`src/rtl/dev_rw_responder_pkg.sv`:
```
// Shared USB encodings and default limits for the device read/write responder
// and the host-side blocks that talk to it.
package dev_rw_responder_pkg;

    // Decoded packet types from the protocol layer
    localparam logic [2:0] PKT_NONE     = 3'b000;
    localparam logic [2:0] PKT_IN_TOK   = 3'b001;
    localparam logic [2:0] PKT_OUT_TOK  = 3'b010;
    localparam logic [2:0] PKT_OUT_DATA = 3'b011;
    localparam logic [2:0] PKT_HS_ACK   = 3'b101;
    localparam logic [2:0] PKT_HS_NAK   = 3'b110;

    // Packet kinds handed to the transmitter
    localparam logic [1:0] TX_ACK  = 2'b00;
    localparam logic [1:0] TX_NAK  = 2'b01;
    localparam logic [1:0] TX_DATA = 2'b10;

    // Idle cycles tolerated between packets, and host NAKs per read-data packet
    localparam int WAIT_LIMIT_DEF = 255;
    localparam int MAX_RETRY_DEF  = 8;

endpackage

```
`src/rtl/dev_rw_responder_ldreg.sv`:
```
// Generic load/clear register: clear has priority over load, async reset to zero.
module dev_rw_responder_ldreg
    import dev_rw_responder_pkg::*;
#(
    parameter int DATA_W = 16
) (
    input  logic              clk,
    input  logic              rst_L,
    input  logic              ld,
    input  logic              clr,
    input  logic [DATA_W-1:0] d,
    output logic [DATA_W-1:0] q
);

    // Hold value; clear wins over load
    always_ff @(posedge clk or negedge rst_L) begin
        if (!rst_L)   q <= '0;
        else if (clr) q <= '0;
        else if (ld)  q <= d;
    end

endmodule

```
`src/rtl/dev_rw_responder.sv`:
```
// Device-side responder for a two-phase page/data transaction: the host sends
// a page address, then either reads one 64-bit word (IN) or writes one (OUT).
module dev_rw_responder
    import dev_rw_responder_pkg::*;
#(
    parameter int WAIT_LIMIT = WAIT_LIMIT_DEF,
    parameter int MAX_RETRY  = MAX_RETRY_DEF
) (
    input  logic        clk,
    input  logic        rst_L,
    input  logic        pkt_valid,
    input  logic [2:0]  pkt_type,
    input  logic        pkt_ok,
    input  logic [63:0] pkt_data,
    input  logic        tx_ready,
    output logic        tx_start,
    output logic [1:0]  tx_type,
    output logic [63:0] tx_data,
    output logic [15:0] mem_addr,
    output logic        mem_we,
    output logic        mem_re,
    output logic [63:0] mem_wdata,
    input  logic [63:0] mem_rdata,
    output logic        xact_done,
    output logic        xact_abort,
    output logic        xact_write
);

    localparam logic [3:0] S_IDLE       = 4'd0;
    localparam logic [3:0] S_GET_PAGE   = 4'd1;
    localparam logic [3:0] S_ACK_PAGE   = 4'd2;
    localparam logic [3:0] S_NEXT_TOK   = 4'd3;
    localparam logic [3:0] S_RD_FETCH   = 4'd4;
    localparam logic [3:0] S_RD_SEND    = 4'd5;
    localparam logic [3:0] S_RD_WAIT_HS = 4'd6;
    localparam logic [3:0] S_GET_DATA   = 4'd7;
    localparam logic [3:0] S_ACK_DATA   = 4'd8;

    logic [3:0]  st, st_nxt;
    logic        nak, nak_nxt;          // pending handshake is NAK (bad CRC seen)
    logic        fetch_pend, fetch_nxt; // second cycle of RD_FETCH: rdata is valid
    logic [7:0]  retry, retry_nxt;
    logic [7:0]  wait_cnt;
    logic        done_nxt, abort_nxt, write_nxt;
    logic        pkt_good, pkt_od, wait_st;
    logic        page_ld, txd_ld;
    logic [15:0] page;

    assign pkt_good = pkt_valid && pkt_ok;
    // OUT_DATA is acted on even with a bad check so that it can be NAKed
    assign pkt_od   = pkt_valid && (pkt_type == PKT_OUT_DATA);
    assign wait_st  = (st == S_GET_PAGE) || (st == S_NEXT_TOK) ||
                      (st == S_RD_WAIT_HS) || (st == S_GET_DATA);

    assign page_ld  = (st == S_GET_PAGE) && pkt_od && pkt_ok;
    assign txd_ld   = (st == S_RD_FETCH) && fetch_pend;

    dev_rw_responder_ldreg #(.DATA_W(16)) u_page (
        .clk   (clk),
        .rst_L (rst_L),
        .ld    (page_ld),
        .clr   (1'b0),
        .d     (pkt_data[15:0]),
        .q     (page)
    );

    dev_rw_responder_ldreg #(.DATA_W(64)) u_txd (
        .clk   (clk),
        .rst_L (rst_L),
        .ld    (txd_ld),
        .clr   (1'b0),
        .d     (mem_rdata),
        .q     (tx_data)
    );

    // tx_start is gated by tx_ready directly so it can never fire while busy;
    // the state leaves the send state on the same edge, giving one pulse per entry
    assign tx_start  = tx_ready && ((st == S_ACK_PAGE) || (st == S_ACK_DATA) ||
                                    (st == S_RD_SEND));
    assign tx_type   = (st == S_RD_SEND) ? TX_DATA : (nak ? TX_NAK : TX_ACK);
    assign mem_addr  = page;
    assign mem_wdata = pkt_data;
    assign mem_we    = (st == S_GET_DATA) && pkt_od && pkt_ok;
    assign mem_re    = (st == S_RD_FETCH) && !fetch_pend;

    // Next-state and transaction-result decode
    always_comb begin
        st_nxt    = st;
        nak_nxt   = nak;
        fetch_nxt = fetch_pend;
        retry_nxt = retry;
        done_nxt  = 1'b0;
        abort_nxt = 1'b0;
        write_nxt = 1'b0;
        case (st)
            S_IDLE: begin
                if (pkt_good && pkt_type == PKT_OUT_TOK) st_nxt = S_GET_PAGE;
            end
            S_GET_PAGE: begin
                if (pkt_od) begin
                    st_nxt  = S_ACK_PAGE;
                    nak_nxt = !pkt_ok;
                end
            end
            S_ACK_PAGE: begin
                if (tx_ready) st_nxt = nak ? S_GET_PAGE : S_NEXT_TOK;
            end
            S_NEXT_TOK: begin
                if (pkt_good && pkt_type == PKT_IN_TOK) begin
                    st_nxt    = S_RD_FETCH;
                    retry_nxt = 8'd0;
                end else if (pkt_good && pkt_type == PKT_OUT_TOK) begin
                    st_nxt = S_GET_DATA;
                end
            end
            S_RD_FETCH: begin
                if (!fetch_pend) begin
                    fetch_nxt = 1'b1;
                end else begin
                    fetch_nxt = 1'b0;
                    st_nxt    = S_RD_SEND;
                end
            end
            S_RD_SEND: begin
                if (tx_ready) st_nxt = S_RD_WAIT_HS;
            end
            S_RD_WAIT_HS: begin
                if (pkt_good && pkt_type == PKT_HS_ACK) begin
                    st_nxt    = S_IDLE;
                    done_nxt  = 1'b1;
                    retry_nxt = 8'd0;
                end else if (pkt_good && pkt_type == PKT_HS_NAK) begin
                    if (retry == 8'(MAX_RETRY - 1)) begin
                        st_nxt    = S_IDLE;
                        abort_nxt = 1'b1;
                        retry_nxt = 8'd0;
                    end else begin
                        st_nxt    = S_RD_SEND;
                        retry_nxt = retry + 8'd1;
                    end
                end
            end
            S_GET_DATA: begin
                if (pkt_od) begin
                    st_nxt  = S_ACK_DATA;
                    nak_nxt = !pkt_ok;
                end
            end
            S_ACK_DATA: begin
                if (tx_ready) begin
                    if (nak) begin
                        st_nxt = S_GET_DATA;
                    end else begin
                        st_nxt    = S_IDLE;
                        done_nxt  = 1'b1;
                        write_nxt = 1'b1;
                    end
                end
            end
            default: st_nxt = S_IDLE;
        endcase
        // A packet arriving on the timeout cycle takes precedence
        if (wait_st && (st_nxt == st) && !pkt_good &&
            (wait_cnt == 8'(WAIT_LIMIT - 1))) begin
            st_nxt    = S_IDLE;
            abort_nxt = 1'b1;
            retry_nxt = 8'd0;
        end
    end

    // Control state, wait counter and result pulses
    always_ff @(posedge clk or negedge rst_L) begin
        if (!rst_L) begin
            st         <= S_IDLE;
            nak        <= 1'b0;
            fetch_pend <= 1'b0;
            retry      <= 8'd0;
            wait_cnt   <= 8'd0;
            xact_done  <= 1'b0;
            xact_abort <= 1'b0;
            xact_write <= 1'b0;
        end else begin
            st         <= st_nxt;
            nak        <= nak_nxt;
            fetch_pend <= fetch_nxt;
            retry      <= retry_nxt;
            xact_done  <= done_nxt;
            xact_abort <= abort_nxt;
            xact_write <= write_nxt;
            if ((st_nxt != st) || pkt_good) wait_cnt <= 8'd0;
            else if (wait_st)               wait_cnt <= wait_cnt + 8'd1;
        end
    end

endmodule
```
`config.mk`:
```
export PLATFORM = sky130hd
export DESIGN_NAME = dev_rw_responder
export DESIGN_NICKNAME = d
export VERILOG_FILES = /design/src/rtl/dev_rw_responder_pkg.sv /design/src/rtl/dev_rw_responder_ldreg.sv /design/src/rtl/dev_rw_responder.sv
export SDC_FILE = /design/constraint.sdc
export NUM_CORES = 1
export LEC_CHECK = 0
export CORE_MARGIN = 5
export CORE_UTILIZATION = 39
export DETAILED_ROUTE_END_ITERATION = 8
export PLACE_DENSITY = 0.81
export SETUP_SLACK_MARGIN = 0.3
export SKIP_CTS_REPAIR_TIMING = 1
export SYNTH_ARGS = -nofsm -noshare
export SYNTH_HDL_FRONTEND = slang
export SYNTH_SLANG_ARGS = --single-unit
```
`constraint.sdc`:
```
create_clock -name clk -period 2.7 [get_ports clk]
set_input_delay 0.54 -clock clk [delete_from_list [all_inputs] [get_ports clk]]
set_output_delay 0.54 -clock clk [all_outputs]
set_load 0.005 [all_outputs]
```
==> flow_metrics.env, run 1 <==
export IMPL_dieWidth_um=125
export IMPL_area_growth_pct=45.9
export IMPL_cp_end_kind="register"
export IMPL_num_vias=3908
export IMPL_layout_drive_gt1_share_pct=28.6
export IMPL_gp_routability_congestion=0.866
export IMPL_post_route_clock_period_utilization_pct=91.4
export IMPL_number_of_enable_flip_flop_cells_after_synthesis=0
export IMPL_synth_adder_area_share_pct=0.733
export IMPL_post_place_cells=733
export IMPL_path_class="register to register"
export IMPL_vdd_ir_drop_max_v=0.000590
export IMPL_layout_common_cells="182 x sky130_fd_sc_hd__clkdlybuf4s50_1, 100 x sky130_fd_sc_hd__dfrtp_1, 80 x sky130_fd_sc_hd__mux2_2"
export IMPL_start_util_pct=40.1
export IMPL_maxClockFrequency_ghz=0.405
export IMPL_postRouteWirelength_mm=14.7
export IMPL_core_area_sq_um=12800
export IMPL_final_period_minus_worst_setup_slack_ns=2.47
export IMPL_worst_slew_pin_slew_ns=0.613
export IMPL_reg2regPathDepth=11
export IMPL_critPathArrivalTime_ns=2.68
export IMPL_rr_endpoint="wait_cnt[5]$_DFFE_PN0P_"
export IMPL_synth_top_family_by_area="multiplexers"
export IMPL_worst_slew_margin_rel_pct=59.1
export IMPL_outcome="finished clean"
export IMPL_ys_flop_type="sky130_fd_sc_hd__dfrtp_1"
export IMPL_gr_usage_all_layers_pct=17.7
export IMPL_cts_root_buffer="sky130_fd_sc_hd__clkbuf_16"
export IMPL_rsz_0062_raised_after_global_routing="yes"
export IMPL_worstSetupStartpointType="register"
export IMPL_clock_sink_count=105
export IMPL_die_area_sq_um=15500
export IMPL_cpPeakStageDelay_ns=0.48
export IMPL_finalMaxSlewViolations=0
export IMPL_synth_xor_area_share_pct=1.71
export IMPL_htree_levels=3
export IMPL_synth_compound_gate_area_share_pct=5.86
export IMPL_critical_path_slowest_cell="sky130_fd_sc_hd__a2111oi_4"
export IMPL_cap_violations=0
export IMPL_pin_count_of_the_biggest_net_entering_global_routing=65
export IMPL_yosys_area_share_simple_pct=11.4
export IMPL_ant_nets=0
export IMPL_min_path_type="input pin to async pin"
export IMPL_synth_seq_area_share_pct=51.3
export IMPL_critical_register_to_register_path_startpoint="st[1]$_DFF_PN0_"
export IMPL_buffer_ports_inserted=191
export IMPL_netlist_cell_type_count=50
export IMPL_regToRegSetupSlack_ns=0.23
export IMPL_post_route_drc_count=0
export IMPL_fin_nets=732
export IMPL_vias_per_cell=5.08
export IMPL_synthesis_yosys_warnings=0
export IMPL_antenna_found_initial=0
export IMPL_clockBufferDepth=2
export IMPL_hpwl_mm=10.8
export IMPL_layout_cells_non_filler=769
export IMPL_worst_ep_required_time_ns=2.91
export IMPL_synth_area_mux_share_pct=18.2
export IMPL_tritoncts="yes"
export IMPL_routedWlPerCell_um=19.1
export IMPL_critical_path_top_cell_by_count="sky130_fd_sc_hd__buf_4"
export IMPL_overflow=0
export IMPL_async_flop_share_pct=100
export IMPL_syn_avg_cell_area_sq_um=12.0
export IMPL_ys_ff_latch=105
export IMPL_grt_first_pass_wirelength_mm=22.0
export IMPL_power_density_cell_area_nw_per_um2=967
export IMPL_syn_cell_area_sq_um=5120
export IMPL_die_y_um=125
export IMPL_fin_worst_skew_ns=0.0109
export IMPL_mapped_cells=426
export IMPL_core_rowCount=41
export IMPL_setup_viol=0
export IMPL_critical_path_max_fanout=8
export IMPL_io_pins=288
export IMPL_clock_latency_ns=0.34
export IMPL_cp_cell_sequence="buf_4 > buf_4 > buf_4 > buf_4 > nor3_1 > a22o_1 > a21o_1 > a2111oi_4 > mux2i_2 > buf_6 > nor3_1"
export IMPL_drt_initial_drc_count=169
export IMPL_clkTransAtPathRegs_ns=0.08
export IMPL_final_common_cell="sky130_fd_sc_hd__clkdlybuf4s50_1"
export IMPL_drtPass1Iterations=4
export IMPL_final_core_util_pct=58.5
export IMPL_grt_pass1_vias=4118
export IMPL_numCtsBuffers=9
export IMPL_finalHoldViolations=0
export IMPL_syn_nets=565
export IMPL_leakage_nw=3.30
export IMPL_antenna_cells=0
cell families (layout without fill, tap and decap cells):
kind of cell | count (synthesis) | after routing
buffers and inverters | 82 | 253
DFF | 105 | 105
xor gates and xnor gates | 10 | 10
and+or+nand+nor | 99 | 99
AOI/OAI and AO/OA | 44 | 44
muxes | 83 | 83
adders and majority gates | 3 | 3
routing by layer:
| metal | up-vias | share of wire [%] | global-route usage (%) |
|---|---|---|---|
| li1 | 1767 | - | - |
| met1 | 1904 | 35 | 18.5 |
| met4 | 0 | 5.2 | 9.93 |
| met3 | 56 | 9.0 | 6.60 |
| met5 | - | 0 | 0 |
| met2 | 181 | 51 | 30.6 |
area by class of cell:
type / count / area, sq um
Sequential cell: 105 / 2630
Timing Repair Buffer: 236 / 2290
Tap cell: 172 / 215
Clock inverter: 4 / 52.6
Inverter: 2 / 7.51
Fill cell: 1015 / 5300
Multi-Input combinational cell: 239 / 2040
Clock buffer: 11 / 243
worst max-delay path: cells and delay by family, from the launching register on:
kind,cells,cell delay [ns]
compound gates,3,0.89
simple gates,2,0.11
flops,1,0.43
buf+inv,5,0.62
mux,1,0.29
how the worst max path moves through the flow:
stage | start | endpoint
floorplan | retry[3]$_DFFE_PN0P_ | wait_cnt[0]$_DFFE_PN0P_
global placement | pkt_valid | wait_cnt[3]$_DFFE_PN0P_
detailed placement | pkt_valid | wait_cnt[5]$_DFFE_PN0P_
CTS | pkt_type[0] | mem_we
global route | st[1]$_DFF_PN0_ | wait_cnt[4]$_DFFE_PN0P_
finish | st[1]$_DFF_PN0_ | wait_cnt[5]$_DFFE_PN0P_
power by group:
group | internal [mW] | total [mW] | switching [mW]
clock | 0.744 | 1.33 | 0.589
sequential | 2.24 | 2.62 | 0.379
combinational | 2.09 | 3.28 | 1.19
total | 5.07 | 7.23 | 2.16
synthesized netlist by cell type (2+ instances only):
cell                       number  area, sq um
sky130_fd_sc_hd__inv_1          2         7.51
sky130_fd_sc_hd__buf_2          4         20.0
sky130_fd_sc_hd__o21ai_1        2         10.0
sky130_fd_sc_hd__ha_1           3         37.5
sky130_fd_sc_hd__buf_4         64          480
sky130_fd_sc_hd__nand2b_1       4         25.0
sky130_fd_sc_hd__nor2b_1        9         56.3
sky130_fd_sc_hd__o221ai_1       3         26.3
sky130_fd_sc_hd__nor2_1        17         63.8
sky130_fd_sc_hd__nor3_1        14         70.1
sky130_fd_sc_hd__xor2_1         9         78.8
sky130_fd_sc_hd__and4bb_2       2         25.0
sky130_fd_sc_hd__dfrtp_1      105         2630
sky130_fd_sc_hd__nand2_1       16         60.1
sky130_fd_sc_hd__a21oi_1       15         75.1
sky130_fd_sc_hd__nand3_1        4         20.0
sky130_fd_sc_hd__and4b_1        2         20.0
sky130_fd_sc_hd__mux2_2        80          901
sky130_fd_sc_hd__nor3b_1        2         15.0
sky130_fd_sc_hd__or3_1          3         18.8
sky130_fd_sc_hd__nor4_1         2         12.5
sky130_fd_sc_hd__clkbuf_1      12         45.0
sky130_fd_sc_hd__nand4_1        4         25.0
sky130_fd_sc_hd__and3_1         6         37.5
sky130_fd_sc_hd__mux2i_1        3         30.0
sky130_fd_sc_hd__a21o_1         6         45.0
sky130_fd_sc_hd__nand3b_1       2         15.0
sky130_fd_sc_hd__o21ai_0        7         35.0
sky130_fd_sc_hd__or4b_2         3         30.0
state kept, by name, indices dropped and copies added, names as in the netlist:
signal,flops
fetch_pend,1
st,4
xact_abort,1
u_page.q,16
xact_done,1
wait_cnt,8
u_txd.q,64
retry,8
xact_write,1
nak,1
per-stage QoR:
stage,hold WS (ns),TNS [ns],power (mW),area (sq um),worst slack (ns)
floorplan,0.244,0,3.90,5130,0.324
global placement,0.473,-1.15,5.56,6900,-0.145
detailed placement,0.482,-2.27,5.71,6900,-0.310
CTS,0.194,-0.0436,7.08,7190,-0.0436
global route,0.214,0,7.66,7480,0.140
finish,0.180,0,7.23,7480,0.233
Power figures use the tool's default switching activity.
==> run 2, diff against run 1 <==
SETUP_SLACK_MARGIN = 0.2   (was 0.3)
==> run 2 against run 1 <==
Combinational power shrank 3%. Clock-buffer cell count stayed put. Fmax up 1.4%. Global-route usage is 0.83 points lower. Critical path depth decreased by 4. Cell count fell by 0.91%. Clock power increased by 9%. Power up 0.27%. Core utilization is 0.66 points lower. Routed wire length shrank 6.9%. Register-to-register slack better by 0.03 ns. Largest cell class unchanged.
==> flow_metrics.env, run 2 (same netlist as run 1, synthesis figures left out) <==
export IMPL_outcome="finished clean"
export IMPL_worst_slew_margin_rel_pct=46.9
export IMPL_grt_util_met1_pct=17.5
export IMPL_combPwrFrac_pct=43.7
export IMPL_clock_latency_ns=0.35
export IMPL_numCtsBuffers=9
export IMPL_rr_endpoint="wait_cnt[1]$_DFFE_PN0P_"
export IMPL_registers_top_by_ff_count="u_txd.q"
export IMPL_worst_slew_pin_slew_ns=0.796
export IMPL_met3_usage_pct=8.79
export IMPL_buffer_ports_inserted=191
export IMPL_sequentialPowerShare_pct=36.3
export IMPL_critical_register_to_register_path_startpoint="st[3]$_DFF_PN0_"
export IMPL_core_rowCount=41
export IMPL_htree_levels=3
export IMPL_path_class="register to register"
export IMPL_cellInternalPower_mw=5.15
export IMPL_total_switching_power_mw=2.10
export IMPL_cts_root_buffer="sky130_fd_sc_hd__clkbuf_16"
export IMPL_reg2regPathDepth=7
export IMPL_final_period_minus_worst_setup_slack_ns=2.43
export IMPL_largest_register_ff_count=64
export IMPL_post_route_drc_count=0
export IMPL_power_density_cell_area_nw_per_um2=981
export IMPL_drt_initial_drc_count=155
export IMPL_regToRegSetupSlack_ns=0.27
export IMPL_fin_worst_skew_ns=0.00651
export IMPL_critical_path_max_fanout=8
export IMPL_die_y_um=125
export IMPL_finalMaxSlewViolations=0
export IMPL_pin_count_of_the_biggest_net_entering_global_routing=65
export IMPL_vias_per_cell=5.05
export IMPL_rsz_0062_raised_after_global_routing="yes"
export IMPL_top_usage_layer="met2"
export IMPL_largest_registers_ranked_by_flip_flop_count="u_txd.q: 64 flops, u_page.q: 16 flops"
export IMPL_antenna_found_initial=0
export IMPL_leakage_nw=3.23
export IMPL_final_core_util_pct=57.9
export IMPL_finalHoldViolations=0
export IMPL_layout_common_cells="184 x sky130_fd_sc_hd__clkdlybuf4s50_1, 101 x sky130_fd_sc_hd__dfrtp_1, 80 x sky130_fd_sc_hd__mux2_2"
export IMPL_antenna_cells=0
export IMPL_setup_viol=0
export IMPL_num_vias=3849
export IMPL_overflow=0
export IMPL_io_pins=288
export IMPL_vdd_ir_drop_max_v=0.000670
export IMPL_worst_ep_required_time_ns=2.96
export IMPL_start_util_pct=40.1
export IMPL_cp_end_kind="register"
export IMPL_min_path_type="input pin to async pin"
export IMPL_critPathArrivalTime_ns=2.69
export IMPL_post_route_clock_period_utilization_pct=90.1
export IMPL_gr_usage_all_layers_pct=16.9
export IMPL_dieWidth_um=125
export IMPL_final_common_cell="sky130_fd_sc_hd__clkdlybuf4s50_1"
export IMPL_drtPass1Iterations=4
export IMPL_routedWlPerCell_um=18.0
export IMPL_tritoncts="yes"
export IMPL_clock_sink_count=105
export IMPL_postRouteWirelength_mm=13.7
export IMPL_ant_nets=0
export IMPL_post_place_cells=732
export IMPL_cap_violations=0
export IMPL_fin_nets=724
export IMPL_clkTransAtPathRegs_ns=0.07
export IMPL_power_share_clock_pct=20.0
export IMPL_grt_first_pass_wirelength_mm=21.3
export IMPL_layout_cells_non_filler=762
export IMPL_core_area_sq_um=12800
export IMPL_clockBufferDepth=2
export IMPL_hpwl_mm=10.1
export IMPL_grt_pass1_vias=4028
export IMPL_area_growth_pct=44.3
export IMPL_switching_share_pct=29.0
export IMPL_layout_drive_gt1_share_pct=26.6
export IMPL_worstSetupStartpointType="register"
export IMPL_maxClockFrequency_ghz=0.411
export IMPL_gp_routability_congestion=0.846
export IMPL_die_area_sq_um=15500
export IMPL_grt_use_met2_pct=28.7
## run 2: area by class of cell
class | instances | area, sq um
clock buffers | 11 | 243
clock inverters | 5 | 85.1
fillers | 993 | 5380
inverters | 2 | 7.51
multi-input cells | 239 | 2000
flip-flops and latches | 105 | 2630
well taps | 172 | 215
repair buffers | 228 | 2210
## run 2: worst max-delay path by stage
stage / to / start / slack, ns / cells past startpoint
global route: wait_cnt[1]$_DFFE_PN0P_ / st[3]$_DFF_PN0_ / 0.12 / 7
floorplan: wait_cnt[0]$_DFFE_PN0P_ / retry[3]$_DFFE_PN0P_ / 0.26 / 6
detailed placement: wait_cnt[1]$_DFFE_PN0P_ / pkt_valid / -0.27 / 8
global placement: wait_cnt[3]$_DFFE_PN0P_ / pkt_valid / -0.20 / 8
finish: wait_cnt[1]$_DFFE_PN0P_ / st[3]$_DFF_PN0_ / 0.27 / 7
CTS: mem_we / pkt_type[0] / -0.05 / 5
## run 2: power groups by stage
| stage | combinational, mW | sequential [mW] | clock [mW] |
|---|---|---|---|
| 4_1_cts | 3.04 | 2.65 | 1.48 |
| 3_3_place_gp | 2.94 | 2.62 | 0 |
| 5_1_grt | 3.41 | 2.73 | 1.55 |
| 6_report | 3.17 | 2.63 | 1.45 |
| 2_1_floorplan | 1.26 | 2.63 | 0 |
| 3_5_place_dp | 3.02 | 2.67 | 0 |
## run 2: routing by layer
layer | vias to the layer above | routed length, um
met1 | 1866 | 4790
met5 | - | 0
met2 | 191 | 6890
met3 | 40 | 1490
li1 | 1752 | -
met4 | 0 | 515
## run 2: critical path, cell delays in order, from the launching register on
cell	delay (ns)
sky130_fd_sc_hd__dfrtp_2	0.46
sky130_fd_sc_hd__buf_4	0.18
sky130_fd_sc_hd__and4bb_2	0.29
sky130_fd_sc_hd__nor4_2	0.38
sky130_fd_sc_hd__nor3_1	0.17
sky130_fd_sc_hd__a2111oi_2	0.41
sky130_fd_sc_hd__o21ai_2	0.19
sky130_fd_sc_hd__nor3_1	0.26
## run 2: through the flow
step / TNS [ns] / power [mW] / hold WS (ns) / setup slack [ns] / instance area (sq um)
after detailed placement: -2.03 / 5.69 / 0.492 / -0.272 / 6890
final: 0 / 7.25 / 0.168 / 0.267 / 7390
after global routing: 0 / 7.69 / 0.210 / 0.119 / 7390
after CTS: -0.0513 / 7.17 / 0.181 / -0.0513 / 7210
after floorplan: 0 / 3.89 / 0.244 / 0.259 / 5120
after global placement: -1.57 / 5.57 / 0.474 / -0.199 / 6890
==> run 3, diff against run 2 <==
ABC_AREA = 0   (was default)
==> results of run 3 <==
The final DEF is identical to that of run 2; final timing and power are the same.
